File: src/rtl/pll_ctrl_pkg.sv
// Shared types and helpers for the PLL reconfiguration controller.
package pll_ctrl_pkg;

    typedef enum logic [2:0] {
        ST_RESET     = 3'd0,
        ST_WAIT_LOCK = 3'd1,
        ST_STABLE    = 3'd2,
        ST_RUN       = 3'd3,
        ST_FAIL      = 3'd4
    } pll_state_e;

    localparam int SEL_W = 6;

    // Width of the one counter shared by the reset, timeout and stable phases.
    function automatic int cnt_width(input int a, input int b, input int c);
        int m;
        m = (a > b) ? a : b;
        m = (m > c) ? m : c;
        return (m < 2) ? 1 : $clog2(m);
    endfunction

endpackage

File: src/rtl/sync_2ff.sv
// Two-flop synchronizer for a single asynchronous level; resets to 0.
module sync_2ff (
    input  logic clk,
    input  logic rst_n,
    input  logic i_d,
    output logic o_q
);

    logic r_meta;
    logic r_sync;

    // Two-stage capture of the asynchronous input.
    always_ff @(posedge clk or negedge rst_n) begin
        if (!rst_n) begin
            r_meta <= 1'b0;
            r_sync <= 1'b0;
        end else begin
            r_meta <= i_d;
            r_sync <= r_meta;
        end
    end

    assign o_q = r_sync;

endmodule

File: src/rtl/pll_reconfig_ctrl.sv
// PLL reset/lock sequencer with runtime divider reconfiguration.
// Define PLL_CTRL_AUTO_RELOCK_EN to relock on lock loss in RUN instead of failing.
module pll_reconfig_ctrl
    import pll_ctrl_pkg::*;
#(
    parameter int               RESET_PULSE_CYCLES  = 16,
    parameter int               LOCK_TIMEOUT_CYCLES = 120000,
    parameter int               LOCK_STABLE_CYCLES  = 1024,
    parameter int               MAX_RETRY           = 3,
    parameter logic [SEL_W-1:0] IDSEL_INIT          = 6'd0,
    parameter logic [SEL_W-1:0] FBDSEL_INIT         = 6'd0,
    parameter logic [SEL_W-1:0] ODSEL_INIT          = 6'd0
) (
    input  logic             sys_clk,
    input  logic             sys_rst_n,
    input  logic             cfg_req,
    input  logic [SEL_W-1:0] cfg_idsel,
    input  logic [SEL_W-1:0] cfg_fbdsel,
    input  logic [SEL_W-1:0] cfg_odsel,
    output logic             cfg_ack,
    input  logic             pll_lock,
    output logic             pll_reset,
    output logic [SEL_W-1:0] pll_idsel,
    output logic [SEL_W-1:0] pll_fbdsel,
    output logic [SEL_W-1:0] pll_odsel,
    output logic             user_rst_n,
    output logic             ready,
    output logic             fail
);

    localparam int CNT_W = cnt_width(RESET_PULSE_CYCLES, LOCK_TIMEOUT_CYCLES, LOCK_STABLE_CYCLES);
    localparam int RTY_W = (MAX_RETRY < 1) ? 1 : $clog2(MAX_RETRY + 1);

    localparam logic [CNT_W-1:0] RP_LAST  = CNT_W'(RESET_PULSE_CYCLES - 1);
    localparam logic [CNT_W-1:0] LT_LAST  = CNT_W'(LOCK_TIMEOUT_CYCLES - 1);
    localparam logic [CNT_W-1:0] LS_LAST  = CNT_W'(LOCK_STABLE_CYCLES - 1);
    localparam logic [CNT_W-1:0] CNT_SAT  = {CNT_W{1'b1}};
    localparam logic [RTY_W-1:0] RTY_LAST = RTY_W'(MAX_RETRY);

    pll_state_e       r_state;
    pll_state_e       w_state_nxt;
    logic [CNT_W-1:0] r_cnt;
    logic [CNT_W-1:0] w_cnt_nxt;
    logic [CNT_W-1:0] w_cnt_inc;
    logic [RTY_W-1:0] r_retry;
    logic [RTY_W-1:0] w_retry_nxt;
    logic             w_capture;
    logic             w_lock_s;

    sync_2ff u_lock_sync (
        .clk   (sys_clk),
        .rst_n (sys_rst_n),
        .i_d   (pll_lock),
        .o_q   (w_lock_s)
    );

    assign w_cnt_inc = (r_cnt == CNT_SAT) ? r_cnt : (r_cnt + CNT_W'(1));

    // Next-state, counter and retry bookkeeping; counter idles at zero outside timed phases.
    always_comb begin
        w_state_nxt = r_state;
        w_cnt_nxt   = {CNT_W{1'b0}};
        w_retry_nxt = r_retry;
        w_capture   = 1'b0;
        case (r_state)
            ST_RESET: begin
                if (r_cnt == RP_LAST) begin
                    w_state_nxt = ST_WAIT_LOCK;
                end else begin
                    w_cnt_nxt = w_cnt_inc;
                end
            end
            ST_WAIT_LOCK: begin
                if (w_lock_s) begin
                    w_state_nxt = ST_STABLE;
                end else if (r_cnt == LT_LAST) begin
                    if (r_retry < RTY_LAST) begin
                        w_retry_nxt = r_retry + RTY_W'(1);
                        w_state_nxt = ST_RESET;
                    end else begin
                        w_state_nxt = ST_FAIL;
                    end
                end else begin
                    w_cnt_nxt = w_cnt_inc;
                end
            end
            ST_STABLE: begin
                if (!w_lock_s) begin
                    w_state_nxt = ST_WAIT_LOCK;
                end else if (r_cnt == LS_LAST) begin
                    w_state_nxt = ST_RUN;
                    w_retry_nxt = {RTY_W{1'b0}};
                end else begin
                    w_cnt_nxt = w_cnt_inc;
                end
            end
            ST_RUN: begin
                // A pending request outranks a simultaneous loss of lock.
                if (cfg_req) begin
                    w_capture   = 1'b1;
                    w_state_nxt = ST_RESET;
                end else if (!w_lock_s) begin
`ifdef PLL_CTRL_AUTO_RELOCK_EN
                    w_state_nxt = ST_RESET;
                    w_retry_nxt = {RTY_W{1'b0}};
`else
                    w_state_nxt = ST_FAIL;
`endif
                end else begin
                    w_state_nxt = ST_RUN;
                end
            end
            ST_FAIL: begin
                if (cfg_req) begin
                    w_capture   = 1'b1;
                    w_state_nxt = ST_RESET;
                    w_retry_nxt = {RTY_W{1'b0}};
                end else begin
                    w_state_nxt = ST_FAIL;
                end
            end
            default: begin
                w_state_nxt = ST_RESET;
                w_retry_nxt = {RTY_W{1'b0}};
            end
        endcase
    end

    // State and registered outputs; outputs are decoded from the next state so they align with it.
    always_ff @(posedge sys_clk or negedge sys_rst_n) begin
        if (!sys_rst_n) begin
            r_state    <= ST_RESET;
            r_cnt      <= {CNT_W{1'b0}};
            r_retry    <= {RTY_W{1'b0}};
            cfg_ack    <= 1'b0;
            pll_reset  <= 1'b1;
            user_rst_n <= 1'b0;
            ready      <= 1'b0;
            fail       <= 1'b0;
            pll_idsel  <= IDSEL_INIT;
            pll_fbdsel <= FBDSEL_INIT;
            pll_odsel  <= ODSEL_INIT;
        end else begin
            r_state    <= w_state_nxt;
            r_cnt      <= w_cnt_nxt;
            r_retry    <= w_retry_nxt;
            cfg_ack    <= w_capture;
            pll_reset  <= (w_state_nxt == ST_RESET) || (w_state_nxt == ST_FAIL);
            user_rst_n <= (w_state_nxt == ST_RUN);
            ready      <= (w_state_nxt == ST_RUN);
            fail       <= (w_state_nxt == ST_FAIL);
            if (w_capture) begin
                pll_idsel  <= cfg_idsel;
                pll_fbdsel <= cfg_fbdsel;
                pll_odsel  <= cfg_odsel;
            end else begin
                pll_idsel  <= pll_idsel;
                pll_fbdsel <= pll_fbdsel;
                pll_odsel  <= pll_odsel;
            end
        end
    end

endmodule

File: config.mk
export PLATFORM = sky130hd
export DESIGN_NAME = pll_reconfig_ctrl
export DESIGN_NICKNAME = d
export VERILOG_FILES = /design/src/rtl/pll_ctrl_pkg.sv /design/src/rtl/sync_2ff.sv /design/src/rtl/pll_reconfig_ctrl.sv
export SDC_FILE = /design/constraint.sdc
export NUM_CORES = 1
export LEC_CHECK = 0
export BUFFER_PORTS_ARGS = -buffer_cell sky130_fd_sc_hd__buf_2
export CAP_MARGIN = 10
export CORE_UTILIZATION = 58
export DETAILED_ROUTE_END_ITERATION = 16
export PLACE_DENSITY = 0.92
export SKIP_CTS_REPAIR_TIMING = 1
export SYNTH_ARGS = -nofsm -noshare
export SYNTH_HDL_FRONTEND = slang
export SYNTH_SLANG_ARGS = --single-unit
File: constraint.sdc
create_clock -name sys_clk -period 2.9 [get_ports sys_clk]
set_input_delay 0.29 -clock sys_clk [delete_from_list [all_inputs] [get_ports sys_clk]]
set_output_delay 0.29 -clock sys_clk [all_outputs]
set_load 0.05 [all_outputs]
* Yosys cells after proc, flatten, opt, wreduce, memory -nomap -nowiden
Cells that the tools add are included.
Operators by class: add/sub/neg operators 2, $lt $le $gt $ge 1, equality and inequality tests 16, muxes and demuxes 26, bitwise operators 1, reduce and logical (&&, ||, !) cells 6
Operator list (count):
- 17-bit two-way mux | 6
- 17-bit one-hot mux with 3 select lines | 1
- 17-bit equality test, second input constant | 2
- 3-bit two-way mux | 9
- 17-bit by 1-bit adder with 17-bit output, second input constant | 1
- 17-bit by 10-bit equality test with 1-bit output, second input constant | 1
- 17-bit by 4-bit equality test with 1-bit output, second input constant | 1
- 3-bit one-hot mux with 5 select lines | 1
- 2-bit two-way mux | 6
- 2-bit inequality test, second input constant | 5
- 3-bit by 2-bit equality test with 1-bit output, second input constant | 3
- 2-bit one-hot mux with 4 select lines | 1
- 7-bit AND reduction | 1
- 3-bit equality test, second input constant | 2
- 3-bit zero test | 2
- 2-bit OR reduction | 2
- 3-bit by 1-bit equality test with 1-bit output, second input constant | 1
- 2-bit by 1-bit adder with 2-bit output, second input constant | 1
- 2-bit less-than comparator, second input constant | 1
- 1-bit two-way mux | 2
- 2-bit by 1-bit inequality test with 1-bit output, second input constant | 1
- 1-bit logical OR | 1
- 1-bit inverter | 1
Storage, ports and cells: register bits after elaboration 46, input port bits 22, output and inout port bits 23, word-level logic and storage cells 64

* Depth between registers and ports, before layout
depth after elaboration 7, mapped depth 8, depth with buffers taken out 6

* Hierarchy
From an unflattened synthesis, not the netlist that was laid out.
Unflattened totals: cell total of the unflattened synthesis 197, area, all modules 2230.9 um^2
By module, submodules not included:
- pll_reconfig_ctrl | instances 1, cells an instance 195, area each 2180.8 um^2, sequential area each 1102.3 um^2
- sync_2ff | instances 1, cells an instance 2, area each 50.0 um^2, sequential area each 50.0 um^2

* Worst setup path after synthesis
OpenSTA, ideal clock, no wires.
path kind reg-to-reg, from register r_cnt[0], to register r_cnt[16], setup time 0.121 ns, arrival 1.707 ns, slack 1.072 ns, stages on the path, launching flop included 9, buffers on the path 2, period minus slack after synthesis 1.828 ns, cells stage by stage dfrtp_1 -> ha_1 -> nand3_1 -> or4_4 -> o211ai_2 -> and3_1 -> buf_6 -> buf_12 -> nor2_1
On the way: cells in the longest elaborated chain, start to end 5, elaborated cells on any way between the ends 12, those cells by class add/sub (1); eq/ne (4); mux (7)
Ends and longest elaborated chain:
- start: declaration | RTL line pll_reconfig_ctrl.sv:42 | logic [CNT_W-1:0] r_cnt;
- start signal: assignment | RTL line pll_reconfig_ctrl.sv:133 | r_cnt <= {CNT_W{1'b0}};
- start signal: assignment | RTL line pll_reconfig_ctrl.sv:145 | r_cnt <= w_cnt_nxt;
- 17-bit by 1-bit adder with 17-bit output or 17-bit equality test (tied branches) | RTL line pll_reconfig_ctrl.sv:57 | assign w_cnt_inc = (r_cnt == CNT_SAT) ? r_cnt : (r_cnt + CNT_W'(1));
- 17-bit two-way mux | RTL line pll_reconfig_ctrl.sv:57
- 17-bit two-way mux (on tied branches) | RTL line pll_reconfig_ctrl.sv:90, pll_reconfig_ctrl.sv:76
- 17-bit two-way mux (on tied branches) | RTL line pll_reconfig_ctrl.sv:88, pll_reconfig_ctrl.sv:74
- 17-bit one-hot mux with 3 select lines * | RTL line pll_reconfig_ctrl.sv:65 | case (r_state)
- via w_cnt_nxt[16] | RTL line pll_reconfig_ctrl.sv:43 | logic [CNT_W-1:0] w_cnt_nxt;
Mark *: on every way through the listed nets, which the timed path passes. The rest lies on a longest branch. A chain may end at the register's enable or synchronous reset.

* Worst setup path after layout
from register r_cnt[0], to register r_cnt[7]
The elaborated chain is that of the path after synthesis.

==> reports/summary.txt <==
CTS
--------------------------------------------------------------------------------------
Clk root buf                                                              sky130_fd_sc_hd__clkbuf_8
TritonCTS clock tree                                                              done
Clk sink count                                                                      46
Clock Latency Late Sink                                                        0.30 ns
Clock buffer depth                                                                   2
Clock slew at reported path FFs                                                0.09 ns
Number of buffers created by CTS                                                     5
H-tree depth                                                                         2

TIMING
--------------------------------------------------------------------------------------
Fraction of the cycle the final worst path needs                                 79.0%
Measured slew at the worst slew-check pin                                     0.981 ns
Final total negative setup slack                                                  0 ns
# setup viols final                                                                  0
Max frequency                                                                  436 MHz
Setup repair after global routing missed its margin                              false
Hold violation count in the final report                                             0
Maximum clock skew at final layout                                           0.0108 ns
Max_slew headroom                                                                34.6%
Final Slew Violations                                                                0
Minimum period implied by the final worst setup slack                          2.29 ns

FLOORPLANNING
--------------------------------------------------------------------------------------
Initial core utilization                                                         62.7%
Total Die Area                                                            0.00400 mm^2
I/O pin cnt                                                                         45
Width of the die                                                               63.2 um
Die outline height                                                             63.2 um
Placeable Area                                                            0.00347 mm^2
Placement row count                                                                 21

SYNTHESIS
--------------------------------------------------------------------------------------
Area leader, netlist                                                      sky130_fd_sc_hd__dfrtp_1
Number of standard cells after synthesis                                           196
Post-Syn Nets                                                                      220
Dominant cells by area after synthesis                                    sky130_fd_sc_hd__dfrtp_1 52%, sky130_fd_sc_hd__mux2_2 9.3%, sky130_fd_sc_hd__and3_1 3.5%
Portion of synthesized cell area occupied by the leading cell type               51.8%
Share of synthesized area occupied by flip-flops and latches                     53.0%
Library cell with the highest instance count after synthesis              sky130_fd_sc_hd__dfrtp_1
Async S/R FF share, synth                                                         100%
Post-Syn Area                                                             0.00217 mm^2
Number of different library cells in the post-synthesis netlist                     44
Register bit count reported by yosys                                                46
Top_reg_cell synth                                                        sky130_fd_sc_hd__dfrtp_1
Count of synthesis-stage warnings from yosys                                         0
Synth cell count leaders                                                  45 x sky130_fd_sc_hd__dfrtp_1, 20 x sky130_fd_sc_hd__nor2_1, 18 x sky130_fd_sc_hd__mux2_2
Mean area per synthesized cell                                               11.1 um^2
Count of flip-flops with a built-in enable after synthesis                           0

DRT
--------------------------------------------------------------------------------------
DR WL/cell                                                                     15.6 um
Average via count per standard cell                                               5.91
Initial DRC Count                                                                  139
ANT nets after route                                                                 0
Remaining design rule violation count                                                0
Total detailed-routing wirelength                                              4.49 mm
Number of vias in the routed layout                                               1703
Number of optimization iterations in the first detailed-route pass                   4

SETUP PATH
--------------------------------------------------------------------------------------
R2r endpoint                                                                  r_cnt[7]
Worst path required time                                                       3.06 ns
Number of buffers and inverters on the critical path                                 0
Largest fanout of any net on the critical path                                      17
Worst-path cell chain                                                     ha_1 -> nand3_1 -> or4_4 -> o211ai_2 -> and3_1 -> nor3_1
Worst Setup End Kind                                                         flip-flop
CP Data Arrival Time                                                           2.45 ns
RR Startpoint                                                                 r_cnt[0]
CP peak stage delay                                                            0.61 ns
Kind of cell adding the most delay to the critical path                   simple AND/OR/NAND/NOR gates
Crit path kind                                                                 reg2reg
R2R setup slack                                                                0.61 ns
Worst-case reg-to-reg path depth                                                     6
Critical Path Slowest Stage Cell                                          sky130_fd_sc_hd__and3_1
Setup crit start kind                                                        flip-flop

HOLD PATH
--------------------------------------------------------------------------------------
Hold Path Stages                                                                     1
Hold path endpoint                                                        u_lock_sync.r_meta
Min-delay worst type                                                            in2reg
Hold_sp                                                                       pll_lock

PLACE
--------------------------------------------------------------------------------------
Weighted congestion reported at the end of routability-driven placement          0.843
Input/output buffers                                                                44
Detailed placer's ending HPWL                                                  3.03 mm

PWR
--------------------------------------------------------------------------------------
Flop pwr share                                                                   40.7%
Cell internal pwr                                                              1.27 mW
Leakage power of the design                                                    1.30 nW
Switching power as a share of total power                                        45.2%
Total Power Consumption                                                        2.32 mW
IR drop worst, VDD                                                              596 uV
Switching power summed over all nets                                           1.05 mW
Fraction of power consumed by combinational cells                                42.0%
Pwr dens                                                                   927 mW/mm^2
Clock network fraction of design power                                           17.3%

JOB
--------------------------------------------------------------------------------------
Max cap viols                                                                        0

GRT
--------------------------------------------------------------------------------------
First-pass GRT wire length                                                     7.76 mm
Grt total ovfl                                                                       0
Number of antenna violations at the first check in global routing                    0
Global router's overall resource usage                                           25.3%
Pin count of the biggest net entering global routing                                47
Via count of the first global-routing pass                                        1669

LAYOUT
--------------------------------------------------------------------------------------
Fraction of final layout cells sized beyond drive strength 1                     32.6%
Ant diodes                                                                           0
Fill count                                                                         254
Area added between synthesis and finish                                          15.0%
Number of nets in the finished design                                              265

RUN STATUS
--------------------------------------------------------------------------------------
Result of the run                                                         finished clean

==> cell type report <==
cell class,count,area [um^2],share of cell area [%]
Tap cell,46,57.6,2.30
Multi-Input combinational cell,134,928,37.1
Inverter,7,26.3,1.05
Sequential cell,46,1150,46.1
Timing Repair Buffer,47,243,9.70
Clock buffer,5,68.8,2.75
Clock inverter,3,25.0,1.00
==> state kept, by name, summed over array words and instances (netlist names) <==
name and count:
r_retry 2, pll_idsel 6, r_state 3, pll_fbdsel 6, r_cnt 17, fail 1
u_lock_sync.o_q 1, pll_odsel 6, cfg_ack 1, ready 1, pll_reset 1, u_lock_sync.r_meta 1
==> metrics by stage <==
step                      instance area (um^2)  worst slack (ns)  util, %  instances  hold WS (ns)
after global routing                      2500             0.469     72.1        288        0.0826
after CTS                                 2500             0.620     72.1        288        0.0843
after floorplan                           2170              1.07        -        196      -0.00559
final                                     2500             0.608     72.1        288        0.0873
after global placement                    2410             0.735     69.4        280         0.334
after detailed placement                  2410             0.635     69.4        280         0.337
==> kinds of logic after synthesis <==
| group | after synthesis | share of synthesized area (%) |
|---|---|---|
| simple gates | 75 | 18.6 |
| fa+ha+maj | 2 | 1.15 |
| buf+inv | 16 | 4.32 |
| xor+xnor | 9 | 3.63 |
| compound gates | 28 | 9.09 |
| mux | 20 | 10.2 |
| flops | 46 | 53.0 |
==> how the worst max path moves through the flow <==
stage,depth (start not counted),from,slack [ns],endpoint
final,6,r_cnt[0],0.61,r_cnt[7]
after global routing,6,r_cnt[0],0.47,r_cnt[9]
after CTS,6,r_cnt[0],0.62,r_cnt[7]
after detailed placement,6,r_cnt[0],0.63,r_cnt[5]
after global placement,6,r_cnt[0],0.74,r_cnt[7]
after floorplan,8,r_cnt[0],1.07,r_cnt[16]
==> placed cells by master, fill, tap and decap left out, drive strengths merged, types with 2 or more instances in the layout <==
master / n
a211oi: 3
ha: 2
a21oi: 2
and2: 3
dfrtp: 45
and4: 3
a31oi: 4
nor3b: 2
a41o: 2
nor2: 20
mux2: 18
nand4: 7
inv: 8
nand3: 7
mux2i: 2
xnor2: 2
nand2: 7
buf: 47
and3: 12
o21ai: 8
o211ai: 2
nor3: 9
xor2: 7
clkbuf: 5
==> worst reg2reg max path, cell delays in order (launching register included) <==
cell,delay [ns]
sky130_fd_sc_hd__dfrtp_1,0.40
sky130_fd_sc_hd__ha_1,0.20
sky130_fd_sc_hd__nand3_1,0.10
sky130_fd_sc_hd__or4_4,0.47
sky130_fd_sc_hd__o211ai_2,0.25
sky130_fd_sc_hd__and3_1,0.61
sky130_fd_sc_hd__nor3_1,0.13
==> power groups by stage <==
stage	sequential (mW)	clock, mW	combinational, mW
2_1_floorplan	1.35	0	0.394
3_3_place_gp	0.937	0	0.949
3_5_place_dp	0.953	0	0.974
4_1_cts	0.943	0.411	0.981
5_1_grt	0.971	0.434	1.03
6_report	0.943	0.401	0.974
==> per-layer routing <==
layer,vias up,share of wire (%),GRT usage (%)
li1,806,-,-
met1,837,42,32.4
met2,45,51,41.5
met3,15,3.2,4.89
met4,0,3.1,11.6
met5,-,0,0
(Power assumes the default switching activity.)
